--- src/rtl/timer_pkg.sv ---
// Shared types and constants for the microwave countdown timer.
package timer_pkg;

    localparam int BCD_W        = 4;
    localparam int SEC_TENS_MAX = 5;
    localparam int DIGIT_MAX    = 9;

    typedef enum logic [2:0] {
        IDLE  = 3'd0,
        ENTRY = 3'd1,
        RUN   = 3'd2,
        PAUSE = 3'd3,
        DONE  = 3'd4
    } state_t;

    // The single winning event for one edge after priority resolution.
    typedef enum logic [2:0] {
        ACT_NONE,
        ACT_RECOVER,
        ACT_CLEAR,
        ACT_PAUSE,
        ACT_QUICK,
        ACT_RESUME,
        ACT_TICK,
        ACT_KEY
    } action_t;

    function automatic logic is_digit(input logic [BCD_W-1:0] d);
        return d <= BCD_W'(DIGIT_MAX);
    endfunction

endpackage

--- src/rtl/timer_digit.sv ---
// One BCD down-counter digit with load and borrow chaining; wraps 0 -> MAX.
module timer_digit
    import timer_pkg::*;
#(
    parameter int MAX = DIGIT_MAX
) (
    input  logic             clk,
    input  logic             clr,
    input  logic             load,
    input  logic [BCD_W-1:0] data,
    input  logic             dec_en,
    output logic [BCD_W-1:0] value,
    output logic             is_zero,
    output logic             borrow_out
);

    // NOTE: sequential state uses non-blocking assignments so every flop
    // samples pre-edge values, regardless of block evaluation order.
    always_ff @(posedge clk) begin
        if (clr) begin
            value <= '0;
        end else if (load) begin
            value <= data;
        end else if (dec_en) begin
            value <= is_zero ? BCD_W'(MAX) : value - BCD_W'(1);
        end
    end

    assign is_zero    = (value == '0);
    assign borrow_out = dec_en & is_zero;

endmodule

--- src/rtl/timer_ctrl.sv ---
// Microwave timer sequencer: keypad entry, run/pause/clear FSM, MM:SS countdown.
// Define TIMER_BEEP_EN to enable the completion beep; otherwise beep is tied low.
module timer_ctrl
    import timer_pkg::*;
#(
    parameter int QS_SEC_TENS = 3,
    parameter int BEEP_TICKS  = 3
) (
    input  logic             clk,
    input  logic             clr,
    input  logic             key_valid,
    input  logic [BCD_W-1:0] key_data,
    input  logic             start,
    input  logic             stop_clear,
    input  logic             door_closed,
    input  logic             tick,
    output logic [BCD_W-1:0] min_tens,
    output logic [BCD_W-1:0] min_ones,
    output logic [BCD_W-1:0] sec_tens,
    output logic [BCD_W-1:0] sec_ones,
    output logic [2:0]       state,
    output logic             mag_on,
    output logic             done,
    output logic             beep
);

    state_t  state_q;
    state_t  state_d;
    action_t act;

    logic mt_zero, mo_zero, st_zero, so_zero;
    logic time_zero, time_one;

    logic             digit_load;
    logic [BCD_W-1:0] mt_data, mo_data, st_data, so_data;
    logic             so_dec, st_dec, mo_dec, mt_dec;
    logic             unused_borrow;

    assign time_zero = mt_zero & mo_zero & st_zero & so_zero;
    assign time_one  = mt_zero & mo_zero & st_zero & (sec_ones == BCD_W'(1));

    // Priority resolution: a command that has no effect in the current state
    // does not consume the edge, so a lower-priority event may still act.
    always_comb begin
        act = ACT_NONE;
        if (state_q > DONE) begin
            act = ACT_RECOVER;
        end else if (stop_clear && state_q == RUN) begin
            act = ACT_PAUSE;
        end else if (stop_clear && state_q != IDLE) begin
            act = ACT_CLEAR;
        end else if (!door_closed && state_q == RUN) begin
            act = ACT_PAUSE;
        end else if (start && door_closed && state_q == IDLE) begin
            act = ACT_QUICK;
        end else if (start && door_closed && (state_q inside {ENTRY, PAUSE}) && !time_zero) begin
            act = ACT_RESUME;
        end else if (tick && state_q == RUN && !time_zero) begin
            act = ACT_TICK;
        end else if (key_valid && is_digit(key_data) && (state_q inside {IDLE, ENTRY})
                     && sec_ones <= BCD_W'(SEC_TENS_MAX)) begin
            act = ACT_KEY;
        end
    end

    // NOTE: every always_comb output gets a default first so no path
    // leaves a signal unassigned and infers a latch.
    always_comb begin
        state_d = state_q;
        case (act)
            ACT_RECOVER,
            ACT_CLEAR:  state_d = IDLE;
            ACT_PAUSE:  state_d = PAUSE;
            ACT_QUICK,
            ACT_RESUME: state_d = RUN;
            ACT_TICK:   if (time_one) state_d = DONE;
            ACT_KEY:    state_d = ENTRY;
            default:    state_d = state_q;
        endcase
    end

    always_comb begin
        digit_load = 1'b0;
        mt_data    = '0;
        mo_data    = '0;
        st_data    = '0;
        so_data    = '0;
        case (act)
            ACT_CLEAR: digit_load = 1'b1;
            ACT_QUICK: begin
                digit_load = 1'b1;
                st_data    = BCD_W'(QS_SEC_TENS);
            end
            ACT_KEY: begin
                digit_load = 1'b1;
                mt_data    = min_ones;
                mo_data    = sec_tens;
                st_data    = sec_ones;
                so_data    = key_data;
            end
            default: digit_load = 1'b0;
        endcase
    end

    assign so_dec = (act == ACT_TICK);

    timer_digit #(.MAX(DIGIT_MAX)) u_sec_ones (
        .clk(clk), .clr(clr), .load(digit_load), .data(so_data), .dec_en(so_dec),
        .value(sec_ones), .is_zero(so_zero), .borrow_out(st_dec)
    );

    timer_digit #(.MAX(SEC_TENS_MAX)) u_sec_tens (
        .clk(clk), .clr(clr), .load(digit_load), .data(st_data), .dec_en(st_dec),
        .value(sec_tens), .is_zero(st_zero), .borrow_out(mo_dec)
    );

    timer_digit #(.MAX(DIGIT_MAX)) u_min_ones (
        .clk(clk), .clr(clr), .load(digit_load), .data(mo_data), .dec_en(mo_dec),
        .value(min_ones), .is_zero(mo_zero), .borrow_out(mt_dec)
    );

    // Ticks are suppressed at 00:00, so the top digit never borrows out.
    timer_digit #(.MAX(DIGIT_MAX)) u_min_tens (
        .clk(clk), .clr(clr), .load(digit_load), .data(mt_data), .dec_en(mt_dec),
        .value(min_tens), .is_zero(mt_zero), .borrow_out(unused_borrow)
    );

    always_ff @(posedge clk) begin
        if (clr) begin
            state_q <= IDLE;
            mag_on  <= 1'b0;
            done    <= 1'b0;
        end else begin
            state_q <= state_d;
            mag_on  <= (state_d == RUN);
            done    <= (state_d == DONE);
        end
    end

    assign state = state_q;

`ifdef TIMER_BEEP_EN
    localparam int BEEP_W = ($clog2(BEEP_TICKS + 1) < 2) ? 2 : $clog2(BEEP_TICKS + 1);

    logic [BEEP_W-1:0] beep_cnt;

    always_ff @(posedge clk) begin
        if (clr || state_d != DONE) begin
            beep     <= 1'b0;
            beep_cnt <= '0;
        end else if (state_q != DONE) begin
            beep     <= 1'b1;
            beep_cnt <= '0;
        end else if (beep && tick) begin
            if (beep_cnt == BEEP_W'(BEEP_TICKS - 1)) beep <= 1'b0;
            beep_cnt <= beep_cnt + BEEP_W'(1);
        end
    end
`else
    logic unused_cfg;
    assign unused_cfg = ^BEEP_TICKS;
    assign beep       = 1'b0;
`endif

endmodule

--- config.mk ---
export PLATFORM = sky130hd
export DESIGN_NAME = timer_ctrl
export DESIGN_NICKNAME = d
export VERILOG_FILES = /design/src/rtl/timer_pkg.sv /design/src/rtl/timer_digit.sv /design/src/rtl/timer_ctrl.sv
export SDC_FILE = /design/constraint.sdc
export NUM_CORES = 1
export LEC_CHECK = 0
export ABC_AREA = 1
export CAP_MARGIN = 5
export CORE_MARGIN = 3
export CORE_UTILIZATION = 56
export DETAILED_ROUTE_END_ITERATION = 12
export GPL_ROUTABILITY_DRIVEN = 0
export PLACE_DENSITY_LB_ADDON = 0.12
export SLEW_MARGIN = 15
export SYNTH_ARGS = -nofsm -noshare
export SYNTH_HDL_FRONTEND = slang
export SYNTH_SLANG_ARGS = --single-unit
--- constraint.sdc ---
create_clock -name clk -period 5.55 [get_ports clk]
set_input_delay 1.11 -clock clk [delete_from_list [all_inputs] [get_ports clk]]
set_output_delay 1.11 -clock clk [all_outputs]
set_load 0.02 [all_outputs]
==> Yosys cells after proc, flatten, opt, wreduce, memory -nomap -nowiden <==
Cells that the tools add are included.
{ "word_totals": {"wordCells": 90, "register_bits": 21, "out_inout_bits": 22} }
{ "classes": {"magnitude_cmp": 3, "n_reduce_logical": 29, "muxes": 27, "n_bitwise": 7, "n_addsub": 4, "n_eq_ne": 13} }
{ "ops": {"columns": ["operator", "n"], "rows": [
  ["$mux W4", 15],
  ["$mux W3", 9],
  ["$logic_not A4 Y1", 4],
  ["$sub A4 B1 Y4 const B", 4],
  ["$eq A3 B2 Y1 const B", 5],
  ["$eq A3 B3 Y1 const B", 5],
  ["$pmux W3 S5", 1],
  ["$logic_and A1 B1 Y1", 12],
  ["$reduce_bool A2 Y1", 6],
  ["$pmux W4 S2", 1],
  ["$and A1 B1 Y1", 7],
  ["$eq A3 B1 Y1 const B", 2],
  ["$eq A4 B1 Y1 const B", 1],
  ["$le A4 B3 Y1 const B", 1],
  ["$le A4 B4 Y1 const B", 1],
  ["$reduce_or A2 Y1", 2],
  ["$gt A3 B3 Y1 const B", 1],
  ["$logic_not A3 Y1", 1],
  ["$reduce_bool A3 Y1", 1],
  ["$reduce_or A3 Y1", 1],
  ["$logic_not A1 Y1", 2],
  ["$mux W1", 1]
]} }

==> Longest topological paths before layout <==
{ "depth": {"ltp_word": 19, "mapped_depth": 18} }

==> Cells and area by module <==
Synthesis repeated with hierarchy kept, for this count alone.
{ "hier_totals": {"cells_unflattened": 267, "hier_area_um2": 1522.7} }
{ "by_module_without_submodules": {"columns": ["mod", "cells_per_inst", "seq_area_each_um2", "area_each_um2", "n_inst"], "rows": [
  ["timer_digit (u_min_ones ...)", 39, 80.1, 235.2, 3],
  ["timer_ctrl", 111, 100.1, 588.1, 1],
  ["timer_digit (u_sec_tens)", 39, 80.1, 229.0, 1]
]} }

==> Worst setup path before layout <==
No wires, ideal clock.
{ "synth_path": {"kind": "input to register", "startpoint": "input start", "endpoint": "register u_min_tens.value[2]", "path_stages": 13, "required_time_ps": 5439, "t_arrival_ps": 2551, "setup_time_ps": 111, "slack_ps": 2888, "cell_sequence": "nand3_1 -> nor3_2 -> inv_2 -> nand2_1 -> nand2_1 -> nand2_2 -> nand3_2 -> nor2_4 -> nand3_2 -> nand2_2 -> nand2_4 -> nor2_2 -> nor2_1"} }
{ "synth_between": {"elab_chain_len": 14, "elab_cells_between_ends": 22, "cone_classes": "eq/ne: 4; mux: 9; bitwise: 3; reduce/logical: 6"} }
{ "synth_lines": {"columns": ["item", "line_no", "rtl"], "rows": [
  ["start, declared", "timer_ctrl.sv:13", "input logic start,"],
  ["$logic_and A1 B1 Y1 *", "timer_ctrl.sv:54, timer_ctrl.sv:56", null],
  ["$logic_and A1 B1 Y1 (2 in a row)", "timer_ctrl.sv:56", "end else if (start && door_closed && (state_q inside {ENTRY, PAUSE}) && !time_zero) begin"],
  ["$mux W3", "timer_ctrl.sv:56", null],
  ["$mux W3 *", "timer_ctrl.sv:54", "end else if (start && door_closed && state_q == IDLE) begin"],
  ["$mux W3 *", "timer_ctrl.sv:52", "end else if (!door_closed && state_q == RUN) begin"],
  ["$mux W3 *", "timer_ctrl.sv:50", "end else if (stop_clear && state_q != IDLE) begin"],
  ["$mux W3 *", "timer_ctrl.sv:48", "end else if (stop_clear && state_q == RUN) begin"],
  ["$mux W3 *", "timer_ctrl.sv:46", "if (state_q > DONE) begin"],
  ["$eq A3 B3 Y1", "timer_ctrl.sv:105", "assign so_dec = (act == ACT_TICK);"],
  ["$and A1 B1 Y1 (3 in a row)", "timer_digit.sv:30", "assign borrow_out = dec_en & is_zero;"],
  ["$reduce_bool A2 Y1 (no line)", null, null],
  ["end signal, assigned", "timer_digit.sv:23", "value <= data;"],
  ["end signal, assigned", "timer_digit.sv:25", "value <= is_zero ? BCD_W'(MAX) : value - BCD_W'(1);"],
  ["end, declared", "timer_digit.sv:12", "output logic [BCD_W-1:0] value,"]
]} }
Mark *: on every way between the ends. The rest lies on a longest branch, timed or not.
A chain may end at the register's enable or synchronous reset.

==> Worst setup path after layout <==
{ "layout_path": {"startpoint": "input door_closed", "endpoint": "register u_min_ones.value[0]"} }
{ "layout_between": {"elab_chain_len": 13, "elab_cells_between_ends": 23, "cone_classes": "eq/ne: 4; mux: 9; bitwise: 2; reduce/logical: 8"} }
{ "layout_lines": {"columns": ["item", "line_no", "rtl"], "rows": [
  ["start, declared", "timer_ctrl.sv:15", "input logic door_closed,"],
  ["$logic_and A1 B1 Y1", "timer_ctrl.sv:54, timer_ctrl.sv:56", null],
  ["$logic_and A1 B1 Y1 (2 in a row)", "timer_ctrl.sv:56", null],
  ["$mux W3", "timer_ctrl.sv:56", null],
  ["$mux W3", "timer_ctrl.sv:54", null],
  ["$mux W3 *", "timer_ctrl.sv:52", null],
  ["$mux W3 *", "timer_ctrl.sv:50", null],
  ["$mux W3 *", "timer_ctrl.sv:48", null],
  ["$mux W3 *", "timer_ctrl.sv:46", null],
  ["$eq A3 B3 Y1, or another cell as far along", "timer_ctrl.sv:88", "case (act)"],
  ["$reduce_or A3 Y1 (no line) or $and A1 B1 Y1 (tied branches)", null, null],
  ["$mux W1 or $and A1 B1 Y1 (tied branches)", "timer_ctrl.sv:88, timer_digit.sv:30", null],
  ["$mux W4 or $reduce_bool A2 Y1 (tied branches)", null, null],
  ["end signal, assigned", "timer_digit.sv:23", null],
  ["end signal, assigned", "timer_digit.sv:25", null],
  ["end, declared", "timer_digit.sv:12", null]
]} }
Marked as above.

==> results summary <==
Of the total power, the share spent switching nets is 0.535. Input and output buffers added on the ports amount to 31. The largest voltage drop on the vdd net is 307 uV. By area the synthesized netlist is led by sky130_fd_sc_hd__dfxtp_1 25%, sky130_fd_sc_hd__nand2_1 16%, sky130_fd_sc_hd__nor2_1 8.7%, sky130_fd_sc_hd__inv_1 6.2%, sky130_fd_sc_hd__nand2_4 4.0%. The final cycle utilization of the critical path came out at 0.570.

The clock skew is 0.0117 ns. The CTS tree is yes. The first global-routing pass estimated 6360 um of wire. The number of enable-type register cells in the synthesized netlist is 0. The via count of the first global-routing pass is 1,482. The starting density of the core is 0.601. The main flop type after synthesis is sky130_fd_sc_hd__dfxtp_1. The largest fanout on the critical path came out at 21. The critical path required time is 5.79 ns.

The number of filler cells placed in the layout is 253. The global routing stage identified its most utilized layer as met2. The area share of the largest cell type after synthesis is 0.249. The insertion delay to the later sink of the worst-skew pair is 0.30 ns. STA classifies the critical path startpoint as an input port. The average wire per cell in the routed design is 11.6 um. The worst hold path belongs to the class flop to flop. The initial antenna violation count is 0. The net switching power of the design is 0.607 mW.

The clock sink count came out at 21. The met2 demand-to-capacity share in global routing is 0.371. The critical path is of the input port to flop type. The post-layout minimum cycle time is 3.17 ns.

The floorplan step defined a die boundary enclosing 3700 um2. The run finished with clean final reports. The highest achievable clock rate came out at 316 MHz. The final routed DRC violation total is 0.

Across the run, the number of max-cap violations was 0. The clock buffer count from CTS is 3. The synthesized design contains 21 register bits. The top-level I/O count is 33. Gates resized during post-CTS repair numbered 0. The number of buffers inserted by hold repair at cts came out at 0. The depth of the CTS H-tree came out at 1.

The area of the mapped netlist came out at 1690 um2. By count the netlist is led by 72 x sky130_fd_sc_hd__nand2_1, 39 x sky130_fd_sc_hd__nor2_1, 28 x sky130_fd_sc_hd__inv_1, 21 x sky130_fd_sc_hd__dfxtp_1. Across the whole layout, storage elements account for 420 um2. The clock-pin slew of the registers on the worst-case setup and hold paths is 0.12 ns. The die width came out at 60.9 um.

The areal power density over the cells came out at 562 nW/um2. Synthesis handed over a netlist of 259 instances. For this run, the detailed router's first-pass iteration total came to 4.

The area used by multi-input combinational logic came out at 1110 um2. The share of total power dissipated in the clock network is 0.065. The total core area came out at 2810 um2. The post-DP HPWL came out at 2910 um. The site row count came out at 19. The area overhead of the layout relative to synthesis came out at 19.8%. The share of synthesized registers carrying an async set or reset is 0.

In this run the remaining antenna-violating nets after routing total 0. The design internal power came out at 0.527 mW. The final setup violation count came out at 0. The initial detailed-routing violation count is 86. The post-CTS repair timing setup buffer count is 0. The floorplan step set the die height to 60.9 um. The data arrival time at the worst-slack endpoint came out at 3.41 ns. Setup repair after global routing left no endpoint under its margin. The remaining global-route overflow came out at 0.

The count of placed standard cells in the final layout, fillers left out is 320. In the post-synthesis netlist, the cell with the most instances is sky130_fd_sc_hd__nand2_1. The met1 usage is 0.297. The global-route total usage across every layer came out at 0.221. Entering global routing, the biggest net connects 22 pins. The sequential power share is 0.220. Including well taps, the total number of placed cells is 316. In this run the clock root is driven by a sky130_fd_sc_hd__clkbuf_4. The unique cell type count in the Yosys netlist came out at 31. In the global route stage, met3 resource usage came out at 0.0234. The via-per-instance ratio came out at 5.26.

The number of nets in the finished design came out at 301. The average cell area after synthesis came out at 6.51 um2. The total of warnings raised by yosys came out at 0. The maximum root-to-sink buffer count is 2. The nature of the critical path endpoint is a flop. The number of antenna repair diodes came out at 0. The relative contribution of combinational cells to total power is 0.716. The synthesized design spends more area on one cell type than any other, namely sky130_fd_sc_hd__dfxtp_1. The leakage power figure came out at 0.951 nW. The setup TNS after final layout is 0 ns. The net count after synthesis came out at 270. The detailed-route wire length came out at 3720 um. The share of layout cells above drive strength 1 is 0.152. The count of vias placed by the detailed router is 1,684.

The count of endpoints failing hold in the final timing report was 0. The max-slew violation total from the final report came out at 0. The proportion of synthesized chip area in sequential cells is 0.249.
[cell type report]
type | count | area share
multi-input combinational | 202 | 0.548
sequential | 21 | 0.208
timing repair buffer | 31 | 0.154
inverter | 31 | 0.0576
tap | 31 | 0.0192
clock buffer | 4 | 0.0130
[final timing paths]
| kind | slack [ns] | end | startpoint | cells after the start |
|---|---|---|---|---|
| worst max-delay path | 2.38 | u_min_ones.value[0]$_SDFFE_PP0P_ | door_closed | 15 |
| worst min-delay path | 0.57 | done$_SDFF_PP0_ | state[2]$_SDFF_PP0_ | 2 |
| worst max register to register | 3.20 | u_min_ones.value[0]$_SDFFE_PP0P_ | state[2]$_SDFF_PP0_ | 15 |
| worst min register to register | 0.57 | done$_SDFF_PP0_ | state[2]$_SDFF_PP0_ | 2 |
[worst max-delay path, stage by stage]
cell and delay, ns:
sky130_fd_sc_hd__clkdlybuf4s50_1 0.47, sky130_fd_sc_hd__nand3_1 0.11, sky130_fd_sc_hd__nor3_2 0.36, sky130_fd_sc_hd__inv_2 0.15
sky130_fd_sc_hd__nand2_1 0.10, sky130_fd_sc_hd__nand2_1 0.06, sky130_fd_sc_hd__nand2_2 0.13, sky130_fd_sc_hd__nand2_4 0.08
sky130_fd_sc_hd__nand2_4 0.10, sky130_fd_sc_hd__nor2_8 0.07, sky130_fd_sc_hd__nor2_8 0.30, sky130_fd_sc_hd__nand2_2 0.14
sky130_fd_sc_hd__inv_2 0.09, sky130_fd_sc_hd__nor2_1 0.05, sky130_fd_sc_hd__nor2_1 0.08
[cells in the final DEF, fill, tap and decap left out, types with 4 or more instances in the layout]
master / netlist / layout
sky130_fd_sc_hd__nand2_1: 72 / 72
sky130_fd_sc_hd__nor2_1: 39 / 39
sky130_fd_sc_hd__clkdlybuf4s50_1: 0 / 31
sky130_fd_sc_hd__inv_1: 28 / 28
sky130_fd_sc_hd__dfxtp_1: 21 / 21
sky130_fd_sc_hd__nand3_1: 13 / 13
sky130_fd_sc_hd__o21ai_0: 13 / 13
sky130_fd_sc_hd__nand4_1: 8 / 8
sky130_fd_sc_hd__nand2_2: 7 / 7
sky130_fd_sc_hd__a21oi_1: 7 / 7
sky130_fd_sc_hd__nor2_2: 6 / 6
sky130_fd_sc_hd__nand2_4: 6 / 6
sky130_fd_sc_hd__nor2_4: 4 / 4
sky130_fd_sc_hd__nand3_2: 4 / 4
[power by group through the flow]
stage                     clock network [mW]  logic [mW]  registers, mW
after floorplan                            0       0.602          0.293
after global placement                     0       0.804          0.252
after detailed placement                   0       0.809          0.252
after CTS                             0.0751       0.813          0.249
after global routing                  0.0798       0.910          0.256
final                                 0.0732       0.811          0.249
[stage by stage]
stage / cell area, um2 / worst slack, ns / utilization / hold slack (ns) / power [mW]
after detailed placement: 1990 / 2.10 / 0.711 / 0.556 / 1.06
after global routing: 2020 / 2.16 / 0.720 / 0.595 / 1.25
final: 2020 / 2.38 / 0.720 / 0.573 / 1.13
after floorplan: 1690 / 2.89 / - / 0.606 / 0.895
after global placement: 1990 / 2.17 / 0.711 / 0.558 / 1.06
after CTS: 2020 / 2.40 / 0.720 / 0.576 / 1.14
[flip-flops by register name (all words and copies together), names as in the netlist]
signal / count
done: 1
mag_on: 1
state: 3
u_min_ones.value: 4
u_min_tens.value: 4
u_sec_ones.value: 4
u_sec_tens.value: 4
[logic make-up (layout without fill, tap and decap cells)]
| logic type | after synthesis | after routing | share of synthesized area |
|---|---|---|---|
| and+or+nand+nor | 169 | 169 | 0.536 |
| DFF | 21 | 21 | 0.249 |
| other | 1 | 1 | 0.00223 |
| AOI/OAI and AO/OA | 32 | 32 | 0.119 |
| buffers and inverters | 36 | 66 | 0.0935 |
[routing by layer]
layer / vias up / wire [um]
li1: 883 / -
met1: 750 / 1800
met2: 47 / 1730
met3: 4 / 155
met4: 0 / 31
met5: - / 0
No activity file was read; power rests on OpenSTA's default activity.
